<file path="src/rtl/pic_pkg.sv">
// Shared PIC16F1826 core constants: register addresses, INTCON/OPTION_REG bit
// positions and the register-window select type used by peripheral windows.
package pic_pkg;

  localparam logic [6:0] ADDR_INTCON = 7'h0B;
  localparam logic [6:0] ADDR_IOCBP  = 7'h14;
  localparam logic [6:0] ADDR_IOCBN  = 7'h15;
  localparam logic [6:0] ADDR_IOCBF  = 7'h16;

  localparam int unsigned INTCON_GIE    = 7;
  localparam int unsigned INTCON_PEIE   = 6;
  localparam int unsigned INTCON_TMR0IE = 5;
  localparam int unsigned INTCON_INTE   = 4;
  localparam int unsigned INTCON_IOCIE  = 3;
  localparam int unsigned INTCON_TMR0IF = 2;
  localparam int unsigned INTCON_INTF   = 1;
  localparam int unsigned INTCON_IOCIF  = 0;

  localparam int unsigned OPTION_INTEDG = 6;

  typedef enum logic [1:0] {
    REG_NONE,
    REG_IOCBP,
    REG_IOCBN,
    REG_IOCBF
  } reg_sel_e;

endpackage

</file>
<file path="src/rtl/pin_sync.sv">
// Two-flop synchronizer per pin plus a previous-value register; reports
// per-pin rising and falling edges of the synchronized levels.
module pin_sync #(
  parameter int unsigned WIDTH = 8
) (
  input  logic             clk,
  input  logic             rst,
  input  logic [WIDTH-1:0] pin_in,
  output logic [WIDTH-1:0] rise,
  output logic [WIDTH-1:0] fall
);

  logic [WIDTH-1:0] meta_q, meta_d;
  logic [WIDTH-1:0] sync_q, sync_d;
  logic [WIDTH-1:0] prev_q, prev_d;

  always_comb begin
    meta_d = pin_in;
    sync_d = meta_q;
    prev_d = sync_q;
  end

  always_ff @(posedge clk or negedge rst) begin
    if (!rst) begin
      meta_q <= '0;
      sync_q <= '0;
      prev_q <= '0;
    end else begin
      meta_q <= meta_d;
      sync_q <= sync_d;
      prev_q <= prev_d;
    end
  end

  assign rise = sync_q & ~prev_q;
  assign fall = ~sync_q & prev_q;

endmodule

</file>
<file path="src/rtl/portb_int_unit.sv">
// PORTB external-interrupt (RB0/INT) and interrupt-on-change source: flags,
// event pulses to the core and the IOCBP/IOCBN/IOCBF register window.
module portb_int_unit #(
  parameter int unsigned WIDTH      = 8,
  parameter logic [6:0]  ADDR_IOCBP = pic_pkg::ADDR_IOCBP,
  parameter logic [6:0]  ADDR_IOCBN = pic_pkg::ADDR_IOCBN,
  parameter logic [6:0]  ADDR_IOCBF = pic_pkg::ADDR_IOCBF
) (
  input  logic             clk,
  input  logic             rst,
  input  logic [WIDTH-1:0] pin_in,
  input  logic             intedg,
  input  logic             sel,
  input  logic             we,
  input  logic [6:0]       addr,
  input  logic [7:0]       wdata,
  output logic [7:0]       rdata,
  input  logic             intf_clr,
  output logic             intf,
  output logic             iocif,
  output logic             int_evt,
  output logic             ioc_evt
);

  import pic_pkg::*;

  logic [WIDTH-1:0] rise, fall;

  pin_sync #(.WIDTH(WIDTH)) u_pin_sync (
    .clk    (clk),
    .rst    (rst),
    .pin_in (pin_in),
    .rise   (rise),
    .fall   (fall)
  );

  logic [WIDTH-1:0] iocbp_q, iocbp_d;
  logic [WIDTH-1:0] iocbn_q, iocbn_d;
  logic [WIDTH-1:0] iocbf_q, iocbf_d;
  logic             intf_q, intf_d;
  logic             intf_prev_q, intf_prev_d;
  logic             iocif_prev_q, iocif_prev_d;
  logic             int_evt_q, int_evt_d;
  logic             ioc_evt_q, ioc_evt_d;

  reg_sel_e         reg_sel;
  logic [WIDTH-1:0] wdata_w;
  logic [WIDTH-1:0] ioc_set;
  logic             int_set;
  logic             wr_en;

  always_comb begin
    reg_sel = REG_NONE;
    if (sel) begin
      if (addr == ADDR_IOCBP)      reg_sel = REG_IOCBP;
      else if (addr == ADDR_IOCBN) reg_sel = REG_IOCBN;
      else if (addr == ADDR_IOCBF) reg_sel = REG_IOCBF;
    end
  end

  always_comb begin
    rdata = '0;
    case (reg_sel)
      REG_IOCBP: rdata = 8'(iocbp_q);
      REG_IOCBN: rdata = 8'(iocbn_q);
      REG_IOCBF: rdata = 8'(iocbf_q);
      default:   rdata = '0;
    endcase
  end

  always_comb begin
    wdata_w = WIDTH'(wdata);
    wr_en   = we && (reg_sel != REG_NONE);
    int_set = intedg ? rise[0] : fall[0];
    // Edges are qualified by the enables currently held, so a same-cycle
    // enable write only affects later edges.
    ioc_set = (iocbp_q & rise) | (iocbn_q & fall);

    iocbp_d = iocbp_q;
    iocbn_d = iocbn_q;
    if (wr_en && reg_sel == REG_IOCBP) iocbp_d = wdata_w;
    if (wr_en && reg_sel == REG_IOCBN) iocbn_d = wdata_w;

    // Hardware set is OR-ed in last so it always beats a software clear.
    iocbf_d = ((wr_en && reg_sel == REG_IOCBF) ? wdata_w : iocbf_q) | ioc_set;

    intf_d = int_set | (intf_q & ~intf_clr);

    intf_prev_d  = intf_q;
    iocif_prev_d = |iocbf_q;
    int_evt_d    = intf_q & ~intf_prev_q;
    ioc_evt_d    = (|iocbf_q) & ~iocif_prev_q;
  end

  always_ff @(posedge clk or negedge rst) begin
    if (!rst) begin
      iocbp_q      <= '0;
      iocbn_q      <= '0;
      iocbf_q      <= '0;
      intf_q       <= 1'b0;
      intf_prev_q  <= 1'b0;
      iocif_prev_q <= 1'b0;
      int_evt_q    <= 1'b0;
      ioc_evt_q    <= 1'b0;
    end else begin
      iocbp_q      <= iocbp_d;
      iocbn_q      <= iocbn_d;
      iocbf_q      <= iocbf_d;
      intf_q       <= intf_d;
      intf_prev_q  <= intf_prev_d;
      iocif_prev_q <= iocif_prev_d;
      int_evt_q    <= int_evt_d;
      ioc_evt_q    <= ioc_evt_d;
    end
  end

  assign intf    = intf_q;
  assign iocif   = |iocbf_q;
  assign int_evt = int_evt_q;
  assign ioc_evt = ioc_evt_q;

endmodule

</file>
<file path="config.mk">
export PLATFORM = sky130hd
export DESIGN_NAME = portb_int_unit
export DESIGN_NICKNAME = d
export VERILOG_FILES = /design/src/rtl/pic_pkg.sv /design/src/rtl/pin_sync.sv /design/src/rtl/portb_int_unit.sv
export SDC_FILE = /design/constraint.sdc
export NUM_CORES = 1
export LEC_CHECK = 0
export BUFFER_PORTS_ARGS = -buffer_cell sky130_fd_sc_hd__buf_2
export CAP_MARGIN = 25
export CORE_MARGIN = 2
export CORE_UTILIZATION = 25
export CTS_CLUSTER_SIZE = 25
export DETAILED_ROUTE_END_ITERATION = 7
export PLACE_DENSITY_LB_ADDON = 0.15
export SLEW_MARGIN = 20
export SYNTH_ARGS = -nofsm -noshare
export SYNTH_HDL_FRONTEND = slang
export SYNTH_SLANG_ARGS = --single-unit
export TNS_END_PERCENT = 5
</file>
<file path="constraint.sdc">
create_clock -name clk -period 1.6 [get_ports clk]
set_clock_uncertainty 0.2 [all_clocks]
set_input_delay 0.32 -clock clk [delete_from_list [all_inputs] [get_ports clk]]
set_output_delay 0.32 -clock clk [all_outputs]
set_load 0.02 [all_outputs]
</file>
# After elaboration in Yosys (flattened, before gate mapping)
# Index checks and enable logic that the tools add are counted.
word_totals:
  regBits: 53
  out_inout_bits: 12
  in_bits: 29
  elab_cells: 45
classes:
  n_mux: 7
  n_bitwise: 15
  reduce_logical: 6
  n_eq_ne: 6
ops:
  columns: ["cell", "count"]
  rows:
  - ["8-bit AND", 4]
  - ["8-bit one-hot mux with 3 select lines", 1]
  - ["7-bit by 5-bit equality test with 1-bit output (second input constant)", 3]
  - ["8-bit NOT", 2]
  - ["8-bit bitwise OR", 2]
  - ["2-bit 2-to-1 mux", 4]
  - ["8-bit 2-to-1 mux", 1]
  - ["8-bit OR reduction", 1]
  - ["2-bit equality test (second input constant)", 2]
  - ["1-bit logical AND", 4]
  - ["1-bit AND", 3]
  - ["1-bit NOT", 3]
  - ["2-bit by 1-bit equality test with 1-bit output (second input constant)", 1]
  - ["2-bit nonzero test", 1]
  - ["1-bit 2-to-1 mux", 1]
  - ["1-bit bitwise OR", 1]

# Longest topological paths before layout
depth:
  word_depth: 10
  mapped_depth: 5
  ltp_nobuf: 3

# Cells and area by module
# From an unflattened synthesis, not the netlist that was laid out.
unflattened:
  hier_cells: 168
  area_unflattened_um2: 2313.5
by_module_without_submodules:
  columns: ["module", "instances", "area_per_inst_um2", "seq_area_each_um2", "cells_each"]
  rows:
  - ["portb_int_unit", 1, 1572.8, 725.7, 128]
  - ["pin_sync", 1, 740.7, 600.6, 40]

# Least setup slack after synthesis
# OpenSTA, ideal clock, no wires.
synth_path:
  kind: "input port to flip-flop"
  start: "input addr[5]"
  end: "register iocbn_q[0]"
  arrival_time_ns: 1.553
  stages: 5
  path_buffers: 2
  setup_time_ns: 0.125
  t_required_ns: 1.275
  slack_ns: -0.278
  cell_sequence: "nand4bb_1 buf_2 or4_4 buf_6 mux2_4"
synth_between:
  elab_chain_cells: 8
  word_cells_on_any_way: 11
  cone_classes: "eq/ne (4); mux (4); reduce/logical (3)"
synth_rtl:
  columns: ["element", "line_no", "rtl"]
  rows:
  - ["start, declared", "portb_int_unit.sv:15", "input logic [6:0] addr,"]
  - ["7-bit by 5-bit equality test with 1-bit output", "portb_int_unit.sv:57", "else if (addr == ADDR_IOCBF) reg_sel = REG_IOCBF;"]
  - ["2-bit 2-to-1 mux", "portb_int_unit.sv:57", null]
  - ["2-bit 2-to-1 mux", "portb_int_unit.sv:56", "else if (addr == ADDR_IOCBN) reg_sel = REG_IOCBN;"]
  - ["2-bit 2-to-1 mux (*)", "portb_int_unit.sv:55", "if (addr == ADDR_IOCBP) reg_sel = REG_IOCBP;"]
  - ["2-bit 2-to-1 mux (*)", "portb_int_unit.sv:54", "if (sel) begin"]
  - ["2-bit nonzero test", "portb_int_unit.sv:73", "wr_en = we && (reg_sel != REG_NONE);"]
  - ["1-bit logical AND", "portb_int_unit.sv:73", null]
  - ["1-bit logical AND (*)", "portb_int_unit.sv:82", "if (wr_en && reg_sel == REG_IOCBN) iocbn_d = wdata_w;"]
  - ["end signal, assigned", "portb_int_unit.sv:107", "iocbn_q <= iocbn_d;"]
  - ["end, declared", "portb_int_unit.sv:38", "logic [WIDTH-1:0] iocbn_q, iocbn_d;"]
# Every way passes the cells marked *; elsewhere a longest branch is shown, timed or not.
# A chain may end at the register's enable or synchronous reset.

# Worst setup path after layout
layout_path:
  start: "register iocbf_q[1]"
  end: "output iocif"
layout_between:
  elab_chain_cells: 1
layout_rtl:
  columns: ["element", "line_no", "rtl"]
  rows:
  - ["start, declared", "portb_int_unit.sv:39", "logic [WIDTH-1:0] iocbf_q, iocbf_d;"]
  - ["start signal, assigned", "portb_int_unit.sv:108", "iocbf_q <= iocbf_d;"]
  - ["8-bit OR reduction", "portb_int_unit.sv:118", "assign iocif = |iocbf_q;"]
  - ["end, declared", "portb_int_unit.sv:20", "output logic iocif,"]
# No other way between the ends.

==> out/results.txt <==
The clock network accounts for 29.4% of the total power. The tools report the count of synthesis-stage warnings from yosys as 0. The tools report the final count of negative-setup-slack endpoints as 9. Compared with the post-synthesis result, the final layout area differs by 36.9%.

Buffers added to address setup during post-CTS repair amount to 0. 41 I/O pins were placed. The area share of and/or/nand/nor cells after synthesis is 10.7%, and the fraction of power spent switching nets is 24.1%. Entering global routing, the biggest net connects 20 pins.

The run gives 2500 µW as the post-layout total power. Leading area contributor after synthesis: sky130_fd_sc_hd__dfrtp_1. The first detailed-routing pass took 4 iterations. In the finished design, the share of the clock period the worst path needs comes to 120%. The maximum VDD drop was 0.431 mV; the number of vias in the routed layout was 1573. The count of final max-slew check failures was 0; the multiplexer area fraction after synthesis was 13.3%. In this run, the number of DRC markers left after iteration 0 of detailed routing was 44. Setup repair after global routing could not meet its margin everywhere. The top cell type by area accounts for 60.7% of the synthesized area. The hold violation total from the final report was 0. After detailed routing, the total wire length is 5.16 mm.

On the worst path, the slowest cell contributes a delay of 0.40 ns. On the final layout, the worst hold slack is 0.0523 ns. The tools report the total leakage power as 0.00138 µW. In this run the worst hold path is classified as input port to register.

The tools report the floorplan die area as 9500 µm². The internal portion of the total power is 1890 µW. The quantity of I/O buffers inserted on ports is 40.

The kind of end point of the critical path was an output pin. For the number of antenna violations at the first check in global routing, the log shows 0. The slew at the pin with the worst max-slew slack came out at 0.477 ns. The flow ran to the end, but the final reports show violations. For this run, the register share of the synthesized area comes to 60.7%. TritonCTS built the clock tree.

The post-synthesis xor/xnor area fraction is 0%. For the final routed database, the setup TNS stands at -1.66 ns. The gate count of the mapped netlist is 168. For this design the total switching power over the nets is 601 µW.

Cells fill 34.8% of the core in the end. The final layout contains 278 nets. The y dimension of the die is 97.5 µm. The setup path with the least slack is of type register to output pin.

First-pass GRT wire length: 8.85 mm. CTS built an H-tree with a depth of 2. The share of power burned in combinational logic was 12.1%; the arrival time of the worst setup path was 1.40 ns. The synthesized netlist devotes 12.2% of its cell area to compound gates. The run gives 0 as the global-route congestion overflow total. The fill cell instance count of the final layout was 881; the power share of the sequential group was 58.5%. Based on the critical path, the design can be clocked at up to 520 MHz. The type of origin of the critical path was a register. Along the worst path, the maximum fanout reaches 2.

For the net count after synthesis, the log shows 197. The cell chosen for the clock root is sky130_fd_sc_hd__clkbuf_8. Counting flops and latches in the post-synthesis netlist gives 53. The worst pin sits at a relative slew slack of 68.2%. The tools report the distinct cell type count after synthesis as 27.

Area share of fa/ha/maj cells after synthesis: 0%. After routing the design area is 2990 µm². TritonCTS created 5 clock buffers. The fraction of layout cells with a size suffix above 1 works out to 39.6%.

Clock-pin slew was measured on the worst setup and hold paths at 0.09 ns. After detailed routing, the number of remaining DRC violations is 0. After synthesis, the cell types taking the most area are sky130_fd_sc_hd__dfrtp_1, sky130_fd_sc_hd__mux2_4, sky130_fd_sc_hd__mux2_2. Measured along the x axis, the die boundary spans 97.5 µm. Once detailed placement completed, the half-perimeter wirelength came to 3.77 mm.

The final reports fail on negative setup slack. The final weighted congestion of routability-driven global placement is 0.692. In this run the remaining antenna-violating nets after routing total 0. The run gives 1733 as the via count of the first global-routing pass. Average detailed-routed wire length per instance: 14.4 µm. The placed instances occupy a cell area of 2750 µm².

The logs give 2 for the maximum buffer depth of the clock tree and 0 for the antenna cell count. The floorplan has 34 rows. The combined global-route utilization of all metal layers was 11.8%; the initial core utilization was 25.4%.

Worst path setup slack after routing: -0.322 ns. The signal on the critical path passes through nor4_2, buf_4, nand2_4, buf_6. The post-layout minimum cycle time is 1.92 ns. The clock net in this run drives a total of 53 sinks.

The slowest stage of the critical path is the sky130_fd_sc_hd__dfrtp_1 cell. Across the run, the number of max-cap violations was 0. The logs give 1.08 ns for the required time at the worst-slack endpoint and 2180 µm² for the synthesized area. After synthesis, the largest family of logic cells by area is multiplexers. Dividing total power by cell area gives a power density of 835 nW/µm². The mean cell area of the mapped netlist is 13.0 µm², and the standard cell core area is 8590 µm².

The run gives 0.30 ns as the clock latency at the later pin of the worst-skew pair. Using the TritonRoute via totals, the vias-per-cell ratio works out to 4.39.
[placed cells by master (no fill, tap or decap), drive strengths merged, types with 9 or more instances in the layout]
master	n
nor2	10
nand2	11
a2bb2oi	9
inv	9
buf	70
dfrtp	53
mux2	16
dlygate4sd3	10
[layout make-up]
type / instances / area, µm² / area share, %
clock buffer: 8 / 80.1 / 2.68
inverter: 9 / 33.8 / 1.13
multi-input combinational: 100 / 826 / 27.6
sequential: 53 / 1330 / 44.4
tap: 108 / 135 / 4.52
timing repair buffer: 80 / 588 / 19.7
[timing repair]
action                                  in CTS  in global routing
pin swaps                                    3                  1
endpoints found under the hold margin       25                  0
gates cloned                                 0                  0
endpoints found under the setup margin       9                 15
gates resized for setup                     13                  4
hold buffers                                10                  0
[sequential cells by signal, summed over array words and instances, names as in the netlist]
name,count
u_pin_sync.prev_q,8
int_evt,1
iocbp_q,8
iocif_prev_q,1
iocbn_q,8
ioc_evt,1
u_pin_sync.meta_q,8
intf,1
u_pin_sync.prev_d,8
iocbf_q,8
intf_prev_q,1
[power groups by stage]
stage,Sequential (µW),Clock (µW),Combinational (µW)
after floorplan,1480,0,118
after global placement,1480,0,283
after detailed placement,1490,0,284
after CTS,1460,769,307
after global routing,1470,831,335
final,1460,733,302
[metrics by stage]
stage	cells	setup WS [ns]
global route	358	-0.369
finish	358	-0.322
detailed placement	340	-0.324
global placement	340	-0.299
CTS	358	-0.331
floorplan	168	-0.278
[critical path: cells and delay by family, from the launching register on]
family | cells | cell delay (ns)
buffers and inverters | 2 | 0.33
DFF | 1 | 0.40
and+or+nand+nor | 2 | 0.37
[cell usage after synthesis]
| master | n |
|---|---|
| sky130_fd_sc_hd__nand4bb_1 | 1 |
| sky130_fd_sc_hd__buf_6 | 1 |
| sky130_fd_sc_hd__dfrtp_1 | 53 |
| sky130_fd_sc_hd__a2bb2oi_1 | 9 |
| sky130_fd_sc_hd__o21ai_0 | 1 |
| sky130_fd_sc_hd__nand4_1 | 2 |
| sky130_fd_sc_hd__nor2b_1 | 2 |
| sky130_fd_sc_hd__buf_2 | 2 |
| sky130_fd_sc_hd__mux2_4 | 8 |
| sky130_fd_sc_hd__o211ai_1 | 8 |
| sky130_fd_sc_hd__nand2b_1 | 1 |
| sky130_fd_sc_hd__mux2i_1 | 8 |
| sky130_fd_sc_hd__clkbuf_1 | 2 |
| sky130_fd_sc_hd__nor4_1 | 2 |
| sky130_fd_sc_hd__nor2_1 | 10 |
| sky130_fd_sc_hd__or4_4 | 1 |
| sky130_fd_sc_hd__nand3b_1 | 8 |
| sky130_fd_sc_hd__a21oi_1 | 2 |
| sky130_fd_sc_hd__o21a_1 | 7 |
| sky130_fd_sc_hd__and2b_1 | 1 |
| sky130_fd_sc_hd__and4bb_2 | 1 |
| sky130_fd_sc_hd__inv_1 | 9 |
| sky130_fd_sc_hd__nor3b_1 | 1 |
| sky130_fd_sc_hd__o31ai_1 | 8 |
| sky130_fd_sc_hd__nand2_1 | 11 |
| sky130_fd_sc_hd__mux2_2 | 8 |
| sky130_fd_sc_hd__clkbuf_2 | 1 |
[kinds of logic (layout without fill, tap and decap cells)]
group	after synthesis	count (layout)
DFF	53	53
and+or+nand+nor	41	41
AOI/OAI and AO/OA	35	35
muxes	24	24
buffers and inverters	15	97
[per-layer routing]
layer	track usage, %	vias to the layer above	routed length [µm]
met4	2.88	0	44
li1	-	766	-
met3	2.66	4	175
met1	15.9	775	2480
met2	19.2	28	2450
met5	0	-	0
[path summary, 6_finish.rpt]
| path | from | to | slack, ns | depth (start not counted) |
|---|---|---|---|---|
| hold / removal | intedg | intf | 0.05 | 3 |
| setup reg to reg | iocbf_q[1] | ioc_evt | 0.29 | 3 |
| min in group asynchronous | rst | u_pin_sync.prev_d[6] | 0.30 | 2 |
| max in group asynchronous | rst | iocbf_q[4] | 0.43 | 3 |
| hold reg to reg | u_pin_sync.meta_q[3] | u_pin_sync.prev_d[3] | 0.15 | 0 |
| setup / recovery | iocbf_q[1] | iocif | -0.32 | 4 |
Power figures use the tool's default switching activity.
